**config.mk**
```make
export PLATFORM = sky130hd
export DESIGN_NAME = truth_table_sequencer_flat
export DESIGN_NICKNAME = d
export VERILOG_FILES = /design/src/rtl/truth_seq_pkg.sv /design/src/rtl/truth_table_sequencer_if.sv /design/src/rtl/settle_timer.sv /design/src/rtl/truth_table_sequencer.sv /design/src/flat_wrapper.sv
export SDC_FILE = /design/constraint.sdc
export NUM_CORES = 1
export LEC_CHECK = 0
export ABC_AREA = 1
export CAP_MARGIN = 40
export CORE_UTILIZATION = 46
export CTS_CLUSTER_DIAMETER = 40
export DETAILED_ROUTE_END_ITERATION = 10
export HOLD_SLACK_MARGIN = 0.15
export PLACE_DENSITY = 0.75
export SYNTH_ARGS = -nofsm -noshare
export SYNTH_HDL_FRONTEND = slang
export SYNTH_SLANG_ARGS = --single-unit
```
**constraint.sdc**
```tcl
create_clock -name clk -period 1.4 [get_ports clk]
set_input_delay 0.14 -clock clk [delete_from_list [all_inputs] [get_ports clk]]
set_output_delay 0.14 -clock clk [all_outputs]
set_load 0.01 [all_outputs]
```
**src/rtl/truth_seq_pkg.sv**
```systemverilog
// Shared types and sizes for the truth-table sequencer.
// Latency: n/a (types and constants only).
// Backpressure: n/a.
package truth_seq_pkg;

    localparam int NUM_VEC = 4;   // minterms of a 2-input function
    localparam int IDX_W   = 2;   // minterm index width
    localparam int CNT_W   = 4;   // settle counter width, covers SETTLE up to 15

    typedef enum logic [1:0] {
        ST_IDLE   = 2'd0,
        ST_DRIVE  = 2'd1,
        ST_SAMPLE = 2'd2,
        ST_DONE   = 2'd3
    } state_t;

endpackage

```
**src/rtl/truth_table_sequencer_if.sv**
```systemverilog
// Bundles the sweep request, DUT-under-test responses and captured results.
// Latency: n/a (wiring only).
// Backpressure: none; start is a level request that is only honoured while idle.
interface truth_table_sequencer_if;
    import truth_seq_pkg::*;

    logic               start;
    logic               res_a;
    logic               res_b;
    logic               x;
    logic               y;
    logic               busy;
    logic               done;
    logic [NUM_VEC-1:0] table_a;
    logic [NUM_VEC-1:0] table_b;
    logic [NUM_VEC-1:0] err_mask;
    logic               mismatch;

    // Environment side: requests sweeps and returns the two implementations' outputs.
    modport master (
        output start, res_a, res_b,
        input  x, y, busy, done, table_a, table_b, err_mask, mismatch
    );

    // Sequencer side.
    modport slave (
        input  start, res_a, res_b,
        output x, y, busy, done, table_a, table_b, err_mask, mismatch
    );

endinterface

```
**src/rtl/settle_timer.sv**
```systemverilog
// Counts cycles spent driving a vector; flags the last settle cycle.
// Latency: expired_o is combinational on the counter, asserted in the SETTLE-th enabled cycle.
// Backpressure: none; clr_i has priority over en_i.
module settle_timer
    import truth_seq_pkg::*;
#(
    parameter int unsigned SETTLE = 1
) (
    input  logic clk,
    input  logic reset,
    input  logic clr_i,
    input  logic en_i,
    output logic expired_o
);

    localparam logic [CNT_W-1:0] LAST = CNT_W'(SETTLE - 1);

    logic [CNT_W-1:0] cnt_q;
    logic [CNT_W-1:0] cnt_d;

    // Next count: clear wins, otherwise advance while enabled.
    always_comb begin
        cnt_d = cnt_q;
        if (clr_i) begin
            cnt_d = '0;
        end else if (en_i) begin
            cnt_d = cnt_q + 1'b1;
        end
    end

    // Counter register with synchronous reset.
    always_ff @(posedge clk) begin
        if (reset) begin
            cnt_q <= '0;
        end else begin
            cnt_q <= cnt_d;
        end
    end

    // Counter starts at 0, so the SETTLE-th enabled cycle sees SETTLE-1.
    assign expired_o = en_i && (cnt_q == LAST);

endmodule

```
**src/rtl/truth_table_sequencer.sv**
```systemverilog
// Sweeps all four minterms into two implementations of a 2-input function and captures/compares their outputs.
// Latency: done pulses 4*(SETTLE+1) edges after the edge that accepts start.
// Backpressure: start is ignored while busy; results hold in IDLE until the next accepted start.
module truth_table_sequencer
    import truth_seq_pkg::*;
#(
    parameter int unsigned SETTLE = 1
) (
    input  logic                    clk,
    input  logic                    reset,
    truth_table_sequencer_if.slave  tts
);

    localparam logic [IDX_W-1:0] LAST_IDX = IDX_W'(NUM_VEC - 1);

    state_t             state_q, state_d;
    logic [IDX_W-1:0]   idx_q, idx_d;
    logic [NUM_VEC-1:0] ta_q, ta_d;
    logic [NUM_VEC-1:0] tb_q, tb_d;
    logic [NUM_VEC-1:0] em_q, em_d;
    logic               timer_clr;
    logic               timer_en;
    logic               timer_exp;
    logic               drive_phase;

    settle_timer #(
        .SETTLE (SETTLE)
    ) u_timer (
        .clk       (clk),
        .reset     (reset),
        .clr_i     (timer_clr),
        .en_i      (timer_en),
        .expired_o (timer_exp)
    );

    // Next-state, index and capture logic; res_a/res_b only ever feed capture bits.
    always_comb begin
        state_d   = state_q;
        idx_d     = idx_q;
        ta_d      = ta_q;
        tb_d      = tb_q;
        em_d      = em_q;
        timer_clr = 1'b1;
        timer_en  = 1'b0;
        unique case (state_q)
            ST_IDLE: begin
                if (tts.start) begin
                    state_d = ST_DRIVE;
                    idx_d   = '0;
                    ta_d    = '0;
                    tb_d    = '0;
                    em_d    = '0;
                end
            end
            ST_DRIVE: begin
                timer_clr = 1'b0;
                timer_en  = 1'b1;
                if (timer_exp) begin
                    state_d = ST_SAMPLE;
                end
            end
            ST_SAMPLE: begin
                ta_d[idx_q] = tts.res_a;
                tb_d[idx_q] = tts.res_b;
                em_d[idx_q] = tts.res_a ^ tts.res_b;
                if (idx_q == LAST_IDX) begin
                    state_d = ST_DONE;
                end else begin
                    state_d = ST_DRIVE;
                    idx_d   = idx_q + 1'b1;
                end
            end
            ST_DONE: begin
                state_d = ST_IDLE;
            end
            default: begin
                state_d = ST_IDLE;
            end
        endcase
    end

    // State, index and result registers; reset discards any partial sweep.
    always_ff @(posedge clk) begin
        if (reset) begin
            state_q <= ST_IDLE;
            idx_q   <= '0;
            ta_q    <= '0;
            tb_q    <= '0;
            em_q    <= '0;
        end else begin
            state_q <= state_d;
            idx_q   <= idx_d;
            ta_q    <= ta_d;
            tb_q    <= tb_d;
            em_q    <= em_d;
        end
    end

    // Operands follow the index while a vector is applied, and rest at 0 otherwise.
    assign drive_phase  = (state_q == ST_DRIVE) || (state_q == ST_SAMPLE);
    assign tts.x        = drive_phase & idx_q[1];
    assign tts.y        = drive_phase & idx_q[0];
    assign tts.busy     = (state_q != ST_IDLE);
    assign tts.done     = (state_q == ST_DONE);
    assign tts.table_a  = ta_q;
    assign tts.table_b  = tb_q;
    assign tts.err_mask = em_q;
    assign tts.mismatch = |em_q;

endmodule

```
**src/flat_wrapper.sv**
```systemverilog
// flat-port wrapper written by rule: the top's interface ports become plain ports
module truth_table_sequencer_flat import truth_seq_pkg::*;
#(
    parameter int unsigned SETTLE = 1
)
  (clk, reset, tts_start, tts_res_a, tts_res_b, tts_x, tts_y, tts_busy, tts_done, tts_table_a, tts_table_b, tts_err_mask, tts_mismatch);
  truth_table_sequencer_if tts_i ();
  input  logic clk;
  input  logic reset;
  input wire logic [$bits(tts_i.start)-1:0] tts_start;
  input wire logic [$bits(tts_i.res_a)-1:0] tts_res_a;
  input wire logic [$bits(tts_i.res_b)-1:0] tts_res_b;
  output wire logic [$bits(tts_i.x)-1:0] tts_x;
  output wire logic [$bits(tts_i.y)-1:0] tts_y;
  output wire logic [$bits(tts_i.busy)-1:0] tts_busy;
  output wire logic [$bits(tts_i.done)-1:0] tts_done;
  output wire logic [$bits(tts_i.table_a)-1:0] tts_table_a;
  output wire logic [$bits(tts_i.table_b)-1:0] tts_table_b;
  output wire logic [$bits(tts_i.err_mask)-1:0] tts_err_mask;
  output wire logic [$bits(tts_i.mismatch)-1:0] tts_mismatch;
  assign tts_i.start = tts_start;
  assign tts_i.res_a = tts_res_a;
  assign tts_i.res_b = tts_res_b;
  assign tts_x = tts_i.x;
  assign tts_y = tts_i.y;
  assign tts_busy = tts_i.busy;
  assign tts_done = tts_i.done;
  assign tts_table_a = tts_i.table_a;
  assign tts_table_b = tts_i.table_b;
  assign tts_err_mask = tts_i.err_mask;
  assign tts_mismatch = tts_i.mismatch;
  truth_table_sequencer #(.SETTLE(SETTLE)) u_core (.clk(clk), .reset(reset), .tts(tts_i));
endmodule
```
## Yosys cells after proc, flatten, opt, wreduce, memory -nomap -nowiden

Cells that the tools add are included.

- Logic and storage cells: 50
- Bits in registers: 20
- Output and inout bits: 17
- Bits of input ports: 5

- Eq/ne operators: 7
- Muxes and demuxes: 17
- Order comparisons: 2
- Reduce and logical (&&, ||, !) cells: 12
- Bitwise logic cells: 4
- $add $sub $neg: 2

Operator list:

| kind | count |
|---|---|
| one-hot mux 4 bit (2 select lines) | 3 |
| bitwise mux 4 bit | 3 |
| two-way mux 2 bit | 5 |
| one-hot mux 2 bit (4 select lines) | 1 |
| equality test 2 bit, second input constant | 3 |
| adder 4 x 1 -> 4 bit, second input constant | 1 |
| zero test 4 bit | 1 |
| two-way mux 4 bit | 1 |
| != test 2 bit, second input constant | 2 |
| one-hot mux 2 bit (2 select lines) | 1 |
| AND reduction 2 bit | 2 |
| nonzero test 2 bit | 2 |
| OR reduction 4 bit | 1 |
| less-than comparator 2 x 3 -> 1 bit, second input constant | 1 |
| AND reduction 3 bit | 1 |
| adder 2 x 1 -> 2 bit, second input constant | 1 |
| AND 1 bit | 2 |
| demux 1 bit (select 2 bit) | 1 |
| equality test 2 x 1 -> 1 bit, second input constant | 1 |
| greater-or-equal comparator 2 x 1 -> 1 bit, second input constant | 1 |
| logical AND 1 bit | 2 |
| zero test 2 bit | 1 |
| two-way mux 1 bit | 2 |
| != test 2 x 1 -> 1 bit, second input constant | 1 |
| other kinds (4) | 4 |

## Longest topological paths before layout

Gate-level depths: netlist of run 1.

- Word-level depth: 6
- Depth in mapped cells: 10
- Gate-level depth less buffers: 9

## Cells and area by module

From an unflattened synthesis of run 1, not the netlist that was laid out.

- Cells, all modules: 188
- Area, all modules: 1199.9 µm²

By module, submodules not included:

| module | area each (µm²) | seq. area each (µm²) | cells an instance | instances |
|---|---|---|---|---|
| truth_table_sequencer | 1003.5 | 320.3 | 161 | 1 |
| settle_timer | 196.4 | 80.1 | 27 | 1 |

## Least setup slack after synthesis of run 1

OpenSTA, ideal clock, no wires.

- Kind: register to register
- Start point: register u_core.state_q[0]
- End point: register u_core.em_q[3] (netlist: u_core.tts.err_mask[3])
- Buffers on the path: 1
- Data arrival time: 1.280 ns
- Required time: 1.287 ns
- Period minus slack after synthesis: 1.393 ns
- Slack: 0.007 ns
- Stages on the path, launching flop included: 10
- Setup time: 0.113 ns
- Cell sequence: dfxtp_1 inv_1 ha_1 inv_2 nor2_4 nor2_2 buf_6 nand2_2 nor2_1 nor2_1

- Cells in the longest elaborated chain, start to end: 3
- Elaborated cells on any way between the ends: 6
- Those cells by class: eq/ne: 2; mux: 1; reduce/logical: 3

Ends and longest elaborated chain:

| what | line | RTL |
|---|---|---|
| start: declaration | truth_table_sequencer.sv:16 | `state_t state_q, state_d;` |
| start signal: assignment | truth_table_sequencer.sv:91 | `state_q <= state_d;` |
| equality test 2 bit / zero test 2 bit (equally long branches) | truth_table_sequencer.sv:45 | `unique case (state_q)` |
| nonzero test 2 bit (no source line) / != test 2 bit (equally long branches) | n/a |  |
| AND reduction 2 bit (no source line) | n/a |  |
| end signal: assignment | truth_table_sequencer.sv:95 | `em_q <= em_d;` |
| end: declaration | truth_table_sequencer.sv:20 | `logic [NUM_VEC-1:0] em_q, em_d;` |

Parallel ways exist; a longest one is shown, timed or not.
A chain may end at the register's enable or synchronous reset.

## Worst setup path after layout of run 1

- Start point: register u_core.state_q[1]
- End point: output tts_done

- Cells in the longest elaborated chain, start to end: 1

Ends and longest elaborated chain:

| what | line | RTL |
|---|---|---|
| equality test 2 bit | truth_table_sequencer.sv:104 | `assign tts.done = (state_q == ST_DONE);` |
| end: declaration | flat_wrapper.sv:16 | `output wire logic [$bits(tts_i.done)-1:0] tts_done;` |

Every way passes these cells.

==> results of run 1 <==
[sequential cells by signal, indices dropped and copies added (netlist names)]
register              flops
u_core.tts.table_b        4
u_core.tts.err_mask       4
u_core.idx_q              2
u_core.u_timer.cnt_q      4
u_core.state_q            2
u_core.tts.table_a        4
[logic make-up (layout without fill, tap and decap cells)]
| logic type | Yosys count | in the layout | synth area share |
|---|---|---|---|
| adders and majority gates | 13 | 13 | 0.139 |
| DFF | 20 | 20 | 0.342 |
| xor gates and xnor gates | 3 | 3 | 0.0224 |
| buffers and inverters | 28 | 64 | 0.101 |
| and+or+nand+nor | 94 | 94 | 0.342 |
| AOI/OAI and AO/OA | 11 | 11 | 0.0534 |
[power by group]
group / switching [mW] / internal, mW / leakage (nW)
Sequential: 0.0500 / 0.653 / 0.165
Clock: 0.181 / 0.159 / 0.0210
Combinational: 0.529 / 0.487 / 0.542
Total: 0.760 / 1.30 / 0.728
[worst register-to-register path: stages, from the launching register on]
cell and delay [ns]:
dfxtp_2 0.35, inv_2 0.05, buf_4 0.14, ha_4 0.17
nor2_4 0.10, nor2_4 0.06, buf_6 0.13, nand2_2 0.07
inv_1 0.05, nor2_1 0.08, nor2_1 0.04
[cell usage after synthesis, drive strengths merged]
| library cell | number | area, sq um |
|---|---|---|
| a21oi | 10 | 57.6 |
| buf | 3 | 23.8 |
| clkbuf | 1 | 5.00 |
| clkinv | 1 | 3.75 |
| dfxtp | 20 | 400 |
| ha | 13 | 163 |
| inv | 23 | 86.3 |
| nand2 | 48 | 198 |
| nand3 | 10 | 50.1 |
| nand4 | 2 | 12.5 |
| nor2 | 32 | 130 |
| nor3 | 2 | 10.0 |
| o21ai | 1 | 5.00 |
| xnor2 | 2 | 17.5 |
| xor2 | 1 | 8.76 |
[what timing repair did]
action,in CTS,in global routing
resized for setup,24,14
buffers inserted,0,1
setup endpoints to repair,19,21
pin swaps,3,8
hold buffers,0,0
[worst min path at each step]
stage | start | end | slack (ns) | cells past startpoint
6_report | u_core.tts.table_b[2] | u_core.tts.table_b[2] | 0.47 | 2
3_3_place_gp | u_core.u_timer.cnt_q[0] | u_core.u_timer.cnt_q[0] | 0.44 | 1
4_1_cts | u_core.tts.table_b[2] | u_core.tts.table_b[2] | 0.47 | 2
5_1_grt | u_core.tts.table_b[2] | u_core.tts.table_b[2] | 0.49 | 2
2_1_floorplan | tts_res_b | u_core.tts.table_b[2] | 0.29 | 2
3_5_place_dp | u_core.tts.table_b[2] | u_core.tts.table_b[2] | 0.45 | 2
[cell type report]
cell class | count | area share
Multi-Input combinational cell | 121 | 0.444
Sequential cell | 20 | 0.253
Timing Repair Buffer | 36 | 0.203
Inverter | 24 | 0.0560
Clock buffer | 4 | 0.0226
Tap cell | 28 | 0.0218
[per-layer routing]
layer,track usage,vias up,share of wire
li1,-,584,-
met1,0.243,502,0.46
met2,0.369,28,0.49
met3,0.0290,5,0.035
met4,0.0921,0,0.015
met5,0,-,0
==> results.txt, run 1 <==
Static timing analysis puts the maximum clock frequency at 745 MHz. The critical path goes through buf_4 -> ha_1 -> clkdlybuf4s15_1. The data required time at the worst endpoint is 1.26 ns. The tree built by TritonCTS fans out to 20 sinks. Entering global routing, the biggest net connects 12 pins.

The hold violation total from the final report was 0; the post-detailed-route count of antenna-violating nets was 0. Across the whole layout, storage elements account for 407 sq um. For this design the ratio of total power to cell area is 1280 nW/um^2. On the critical path, the stage with the largest delay is an instance of dfxtp_2. The sum of routed wire length over all layers was 2.60 mm; the layout cell share with drive strength beyond 1 was 0.224. The tools report the reg-to-reg critical path endpoint as u_core.tts.table_a[3]. The tool flagged a number of max-cap violations equal to 0.

Synthesis inferred 20 register bits. The logs give 1610 sq um for the area of all placed cells without fillers and 2 for the largest buffer count on any clock path. 0 antenna diodes ended up in the layout. Setup violations remaining at the end of the flow were counted as 0. The number of H-tree levels was 1. When the netlist entered floorplanning its net count stood at 187.

Kind of start point of the critical path: a register. Horizontal die dimension: 52.5 microns. The number of antenna violations at the first check in global routing came out at 0. Remaining max-slew budget at the tightest pin: 0.828.

The top fanout value on the critical path is 5, and the first-pass GRT wire length is 4.19 mm. In this run, the number of DRC markers left after iteration 0 of detailed routing was 30. Counting every instance in the synthesized netlist gives 169. The initialized floorplan defines 17 standard-cell rows. The run finished with clean final reports. The tools report the end-of-flow core utilization as 0.700. For the area enclosed by the die boundary, the log shows 2750 sq um.

TritonCTS built the clock tree. In this run, CTS created clock tree buffers numbering 3. Kind of capture point of the worst setup path: an output port. The critical path crosses 3 cells after its start point. The critical path starts at u_core.state_q[1]. The critical path is of the reg2out type. The number of slew-limit violations in the final report was 0.

After synthesis, the netlist uses 23 different library cells. The tools report the post-route DRC violation count as 0. The net count of the finished layout is 224. The final critical-path share of the clock period is 0.959.

The total of buffers placed on input and output ports is 21. The number of cells on the worst reg-to-reg path is 10. The core region is 2300 sq um.

Setup repair after global routing could not meet its margin everywhere. The run gives 0.000765 V as the maximum resistive drop on vdd. The worst hold-check path type is reg2reg. Between clock sinks in the finished design, the worst skew comes to 0.00463 ns. Timing analysis after detailed placement gives a worst setup slack of -0.0796 ns.

The tools report the arrival time at the worst endpoint as 1.20 ns. The last element of the critical path was tts_done. The design draws 2.06 mW. The peak per-stage delay on the critical path was 0.34 ns. In the layout the commonest cells are 43 x nand2_1, 26 x nor2_1, 20 x inv_1. Leaving out fill and tap cells, the most frequent cell in the layout is nand2_1.

From synthesis to final layout, the design area changed by 37.3%. After detailed routing, the number of vias per cell comes to 4.80. The finished layout holds 233 standard cells, fillers aside. For the pin with the worst max-slew slack, the measured transition is 0.257 ns. The congestion estimate from routability-driven global placement came to 0.859.

Setup slack on the worst reg-to-reg path comes out at 0.06 ns. The Yosys step of the flow raised 0 warnings. The height of the die came out at 52.5 microns. The tools report the sequential fraction of the synthesis area as 0.342. In this run the clock root is driven by a clkbuf_4. For the iteration count of the initial detailed-routing pass, the log shows 4. The run gives 0.510 as the initial standard-cell utilization of the core. After synthesis the cells add up to 1170 sq um.

Fill cells in the final layout number 195. The total placed instance area is 1490 sq um, and the aggregate global routing overflow is 0. The logs give 1,022 for the number of global-route vias before repair and 1,119 for the routed via count. After detailed routing, the average wire length per cell comes to 11.2 microns.

On the final layout, the worst hold slack is 0.467 ns. The minimum period implied by the final worst setup slack is 1.34 ns. After clock tree synthesis, the clock-pin slew on the worst setup and hold paths is 0.11 ns.

The critical path contains buffers and inverters numbering 2 combined. The family of cells with the greatest summed delay on the critical path was buffers and inverters. The analysis attributes to cell leakage a power of 0.728 nW. Global-route usage over all layers: 0.208. The average instance in the mapped netlist occupies 6.93 sq um. The half-perimeter wire length after detailed placement was 1.94 mm.

The tools report the worst flop-to-flop path startpoint as u_core.state_q[0]. The top-level port count is 22, and the multi-input combinational cell area is 713 sq um. Clock latency on the worst-skew pair, taken at its later pin, is 0.31 ns.

For the final routed database, the setup TNS stands at 0 ns. Setup slack closes at 0.0571 ns. After detailed placement, the design holds a cell count of 228.
Note: power is estimated with default switching activity, not from simulation.
==> inputs of run 2 (changes only) <==
--- a/config.mk
+++ b/config.mk
@@ -5,13 +5,13 @@
 export SDC_FILE = /design/constraint.sdc
 export NUM_CORES = 1
 export LEC_CHECK = 0
-export ABC_AREA = 1
+export ABC_AREA = 0
 export CAP_MARGIN = 40
-export CORE_UTILIZATION = 46
+export CORE_UTILIZATION = 45
 export CTS_CLUSTER_DIAMETER = 40
 export DETAILED_ROUTE_END_ITERATION = 10
-export HOLD_SLACK_MARGIN = 0.15
-export PLACE_DENSITY = 0.75
+export HOLD_SLACK_MARGIN = 0.06
+export PLACE_DENSITY = 0.74
 export SYNTH_ARGS = -nofsm -noshare
 export SYNTH_HDL_FRONTEND = slang
 export SYNTH_SLANG_ARGS = --single-unit
==> run 2 against run 1 <==
Against the previous run:
- the run now ends with negative setup slack left
- critical path depth shrank 1
- largest power group unchanged
- clock skew is essentially flat
- combinational power shrank 33%
- global-route usage shrank 0.34 points
- synthesized cell count shrank 30%
- first-iteration DRC count shrank 63%
- via count shrank 13%
- power shrank 23%
- utilization grew 1.2 points
- worst setup slack lost 0.069 ns
- sequential share of layout area grew 0.78 points
- clock power shrank 21%
==> results.txt, run 2 <==
For the number of antenna violations at the first check in global routing, the log shows 0 (unchanged). The run finished, with violations left. The total of buffers placed on input and output ports is 21 (unchanged). The logs give 0 (unchanged) for the number of slew-limit violations in the final report and 30 (was 23) for the number of library cell types mapped by synthesis. The slew of the pin with the lowest slew margin is 0.305 ns (was 0.257 ns). The fraction of registers with async set or reset after synthesis is 0 (unchanged).

TritonCTS built the clock tree. The global-route usage over all layers is 0.204 (was 0.208). Kind of start point of the critical path: a register (unchanged). The run gives 1 (unchanged) as the number of H-tree levels.

Yosys warning count: 0 (unchanged). The total placed instance area is 1430 sq um (was 1490 sq um). The classification of the worst setup path was reg2out (unchanged). The worst hold-check slack is 0.456 ns (was 0.467 ns). The run gives 180 (was 228) as the total instance count after detailed placement. Final weighted congestion in routability-driven placement: 0.791 (was 0.859). The horizontal die dimension works out to 50.5 microns (was 52.5 microns). The most repeated cell in the gate-level netlist after synthesis is dfxtp_1 (was nand2_1). The number of DRC violations after detailed-routing iteration 0 is 11 (was 30). The gate count after technology mapping was 119 (was 169); the sequential fraction of the synthesis area was 0.378 (was 0.342). The most common cell after layout, fill and taps aside is buf_4 (was nand2_1). The tools report the clock latency reported for the late side of the worst-skew pair as 0.30 ns (was 0.31 ns). The sum of routed wire length over all layers was 2.51 mm (was 2.60 mm); the half-perimeter wire length after detailed placement was 1.75 mm (was 1.94 mm).

Highest-count cells in the layout ignoring fill and taps: 17 x buf_4, 13 x clkdlybuf4s50_1, 12 x dfxtp_1 (was 43 x nand2_1, 26 x nor2_1, 20 x inv_1). The post-synthesis area per instance was 8.91 sq um (was 6.93 sq um); the cell area after synthesis was 1060 sq um (was 1170 sq um). Synthesis-to-finish area growth: 48.5% (was 37.3%). The logs give -0.0444 ns (was -0.0796 ns) for the setup slack after placement and 184 (was 233) for the number of standard cells in the final layout excluding fillers. The initial standard-cell utilization of the core came out at 0.479 (was 0.510). The row count was 17 (unchanged). The maximum number of pins on one net before global-route repair is 11 (was 12).

The biggest area consumer among synthesized cells is dfxtp_1 (unchanged). The checks that failed: negative setup slack. The worst-case clock skew came out at 0.00418 ns (was 0.00463 ns). The tools report the kind of capture point of the worst setup path as an output port (unchanged).

The tools report the post-detailed-route count of antenna-violating nets as 0 (unchanged). The count of flip-flops with a built-in enable after synthesis was 0 (unchanged); the number of nets in the final layout was 176 (was 224). Hold violation total from the final report: 0 (unchanged).

The top-level port count was 22 (unchanged). The root cell of the clock tree was clkbuf_4 (unchanged). The worst hold-check path type was reg2reg (unchanged). The setup-violating endpoint count in the final report was 1 (was 0); the arrival time at the worst endpoint was 1.27 ns (was 1.20 ns). The worst setup slack after layout came out at -0.0124 ns (was 0.0571 ns). Synth area leaders: dfxtp_1 38%, ha_1 15%, a21oi_1 6.6% (was dfxtp_1 34%, ha_1 14%, nand2_1 14%). The sum of negative setup slack is -0.0124 ns (was 0 ns), and the area enclosed by the die boundary is 2550 sq um (was 2750 sq um). The number of vias per cell works out to 5.31 (was 4.80). The data required time at the worst endpoint is 1.26 ns (about the same), and the number of global-route vias before repair is 866 (was 1,022). The minimum period implied by the final worst setup slack works out to 1.41 ns (was 1.34 ns). Total inserted antenna cells: 0 (unchanged). The number of max-cap violations came out at 0 (unchanged). The layout cell share with drive strength beyond 1 is 0.372 (was 0.224), and the CTS sink count is 20 (unchanged). For the area of all placed cells without fillers, the log shows 1570 sq um (was 1610 sq um). The run gives 977 (was 1,119) as the routed via count. The clock-pin slew on the worst setup and hold paths was 0.10 ns (was 0.11 ns). The highest achievable clock rate is 708 MHz (was 745 MHz). The first-pass GRT wire length came out at 3.86 mm (was 4.19 mm). The top fanout value on the critical path works out to 2 (was 5). The top cell type's share of synthesized area was 0.378 (was 0.342); the average routed wire per standard cell was 13.6 microns (was 11.2 microns).

Largest buffer count on any clock path: 2 (unchanged). The remaining max-slew budget at the tightest pin came out at 0.796 (was 0.828). The final critical-path share of the clock period is 1.01 (was 0.959). The logs give 0.000887 V (was 0.000765 V) for the maximum resistive drop on vdd and 0 (unchanged) for the aggregate global routing overflow. Post-synth top cells: 20 x dfxtp_1, 14 x a21oi_1, 13 x ha_1, 13 x inv_1, 9 x nor2_1 (was 43 x nand2_1, 30 x nor2_1, 22 x inv_1). The height of the die was 50.5 microns (was 52.5 microns). Leading register cell type out of synthesis: dfxtp_1 (unchanged). Post-route DRC violation count: 0 (unchanged). Setup repair after global routing could not meet its margin everywhere.

Power density relative to cell area: 1000 nW/um^2 (was 1280 nW/um^2). The placeable core region came out at 2210 sq um (was 2300 sq um). The number of synthesized register bits works out to 20 (unchanged). The number of nets in the synthesized netlist came out at 137 (was 187). The leakage power summed over all cells was 0.628 nW (was 0.728 nW); the iteration count of the initial detailed-routing pass was 4 (unchanged). The logs give 0 (unchanged) for the hold buffer count at CTS and 3 (unchanged) for the clock buffer count from CTS.
==> run 2: cell types whose count changed after synthesis, sizes merged, moves of 2 or more <==
| cell | delta |
|---|---|
| a21oi | +5 |
| a32o | +4 |
| and2 | +2 |
| inv | -10 |
| nand2 | -42 |
| nand2b | +7 |
| nand3 | -9 |
| nand4 | +6 |
| nor2 | -23 |
==> run 2: final cells by class <==
cell class | instances | area [sq um]
Timing Repair Buffer | 39 | 330
Sequential cell | 20 | 410
Tap cell | 28 | 35.0
Clock buffer | 3 | 22.5
Multi-Input combinational cell | 81 | 724
Inverter | 13 | 51.3
Fill cell | 176 | 638
==> run 2: path summary, 6_finish.rpt <==
check | endpoint | slack (ns) | cells past startpoint | startpoint
max | tts_mismatch | -0.01 | 2 | u_core.tts.err_mask[0]
max reg2reg | u_core.tts.err_mask[2] | 0 | 6 | u_core.state_q[0]
min reg2reg | u_core.tts.table_b[2] | 0.46 | 2 | u_core.tts.table_b[2]
min | u_core.tts.table_b[2] | 0.46 | 2 | u_core.tts.table_b[2]
==> run 2: per-layer routing <==
metal	vias up	part of all wire	wire length [microns]	GRT usage
met5	-	0	0	0
met4	0	0.015	38	0.0833
met2	26	0.50	1240	0.336
li1	486	-	-	-
met1	460	0.44	1110	0.268
met3	5	0.048	121	0.0273
==> run 2: cells by family (layout without fill, tap and decap cells) <==
group                    Yosys count  count (layout)  synth area share
multiplexers                       1               1            0.0130
AND/OR/NAND/NOR                   39              39             0.196
buffers and inverters             18              55            0.0732
AO/OA/AOI/OAI                     25              25             0.162
flip-flops                        20              20             0.378
adder cells (fa/ha/maj)           13              13             0.153
XOR/XNOR                           3               3            0.0248
==> run 2: critical path, cell delays in order (launching register included) <==
cell and delay [ns]:
dfxtp_1 0.32, or4_1 0.50, buf_2 0.15
==> run 2: per-stage QoR <==
step           power (mW)  utilization
5_1_grt              1.68        0.712
3_5_place_dp         1.19        0.644
3_3_place_gp         1.18        0.644
2_1_floorplan       0.995            -
4_1_cts              1.44        0.649
6_report             1.58        0.712
==> run 2: timing repair <==
action | 4_1_cts | 5_1_grt
setup buffers | 0 | 1
resized for setup | 18 | 37
endpoints found under the setup margin | 18 | 20
hold endpoints to repair | 0 | 0
pin swaps | 0 | 10
==> run 2: where the power goes <==
part           switching, mW  internal, mW  total [mW]
Sequential            0.0285         0.604       0.633
Combinational          0.345         0.336       0.680
Clock                  0.167         0.100       0.268
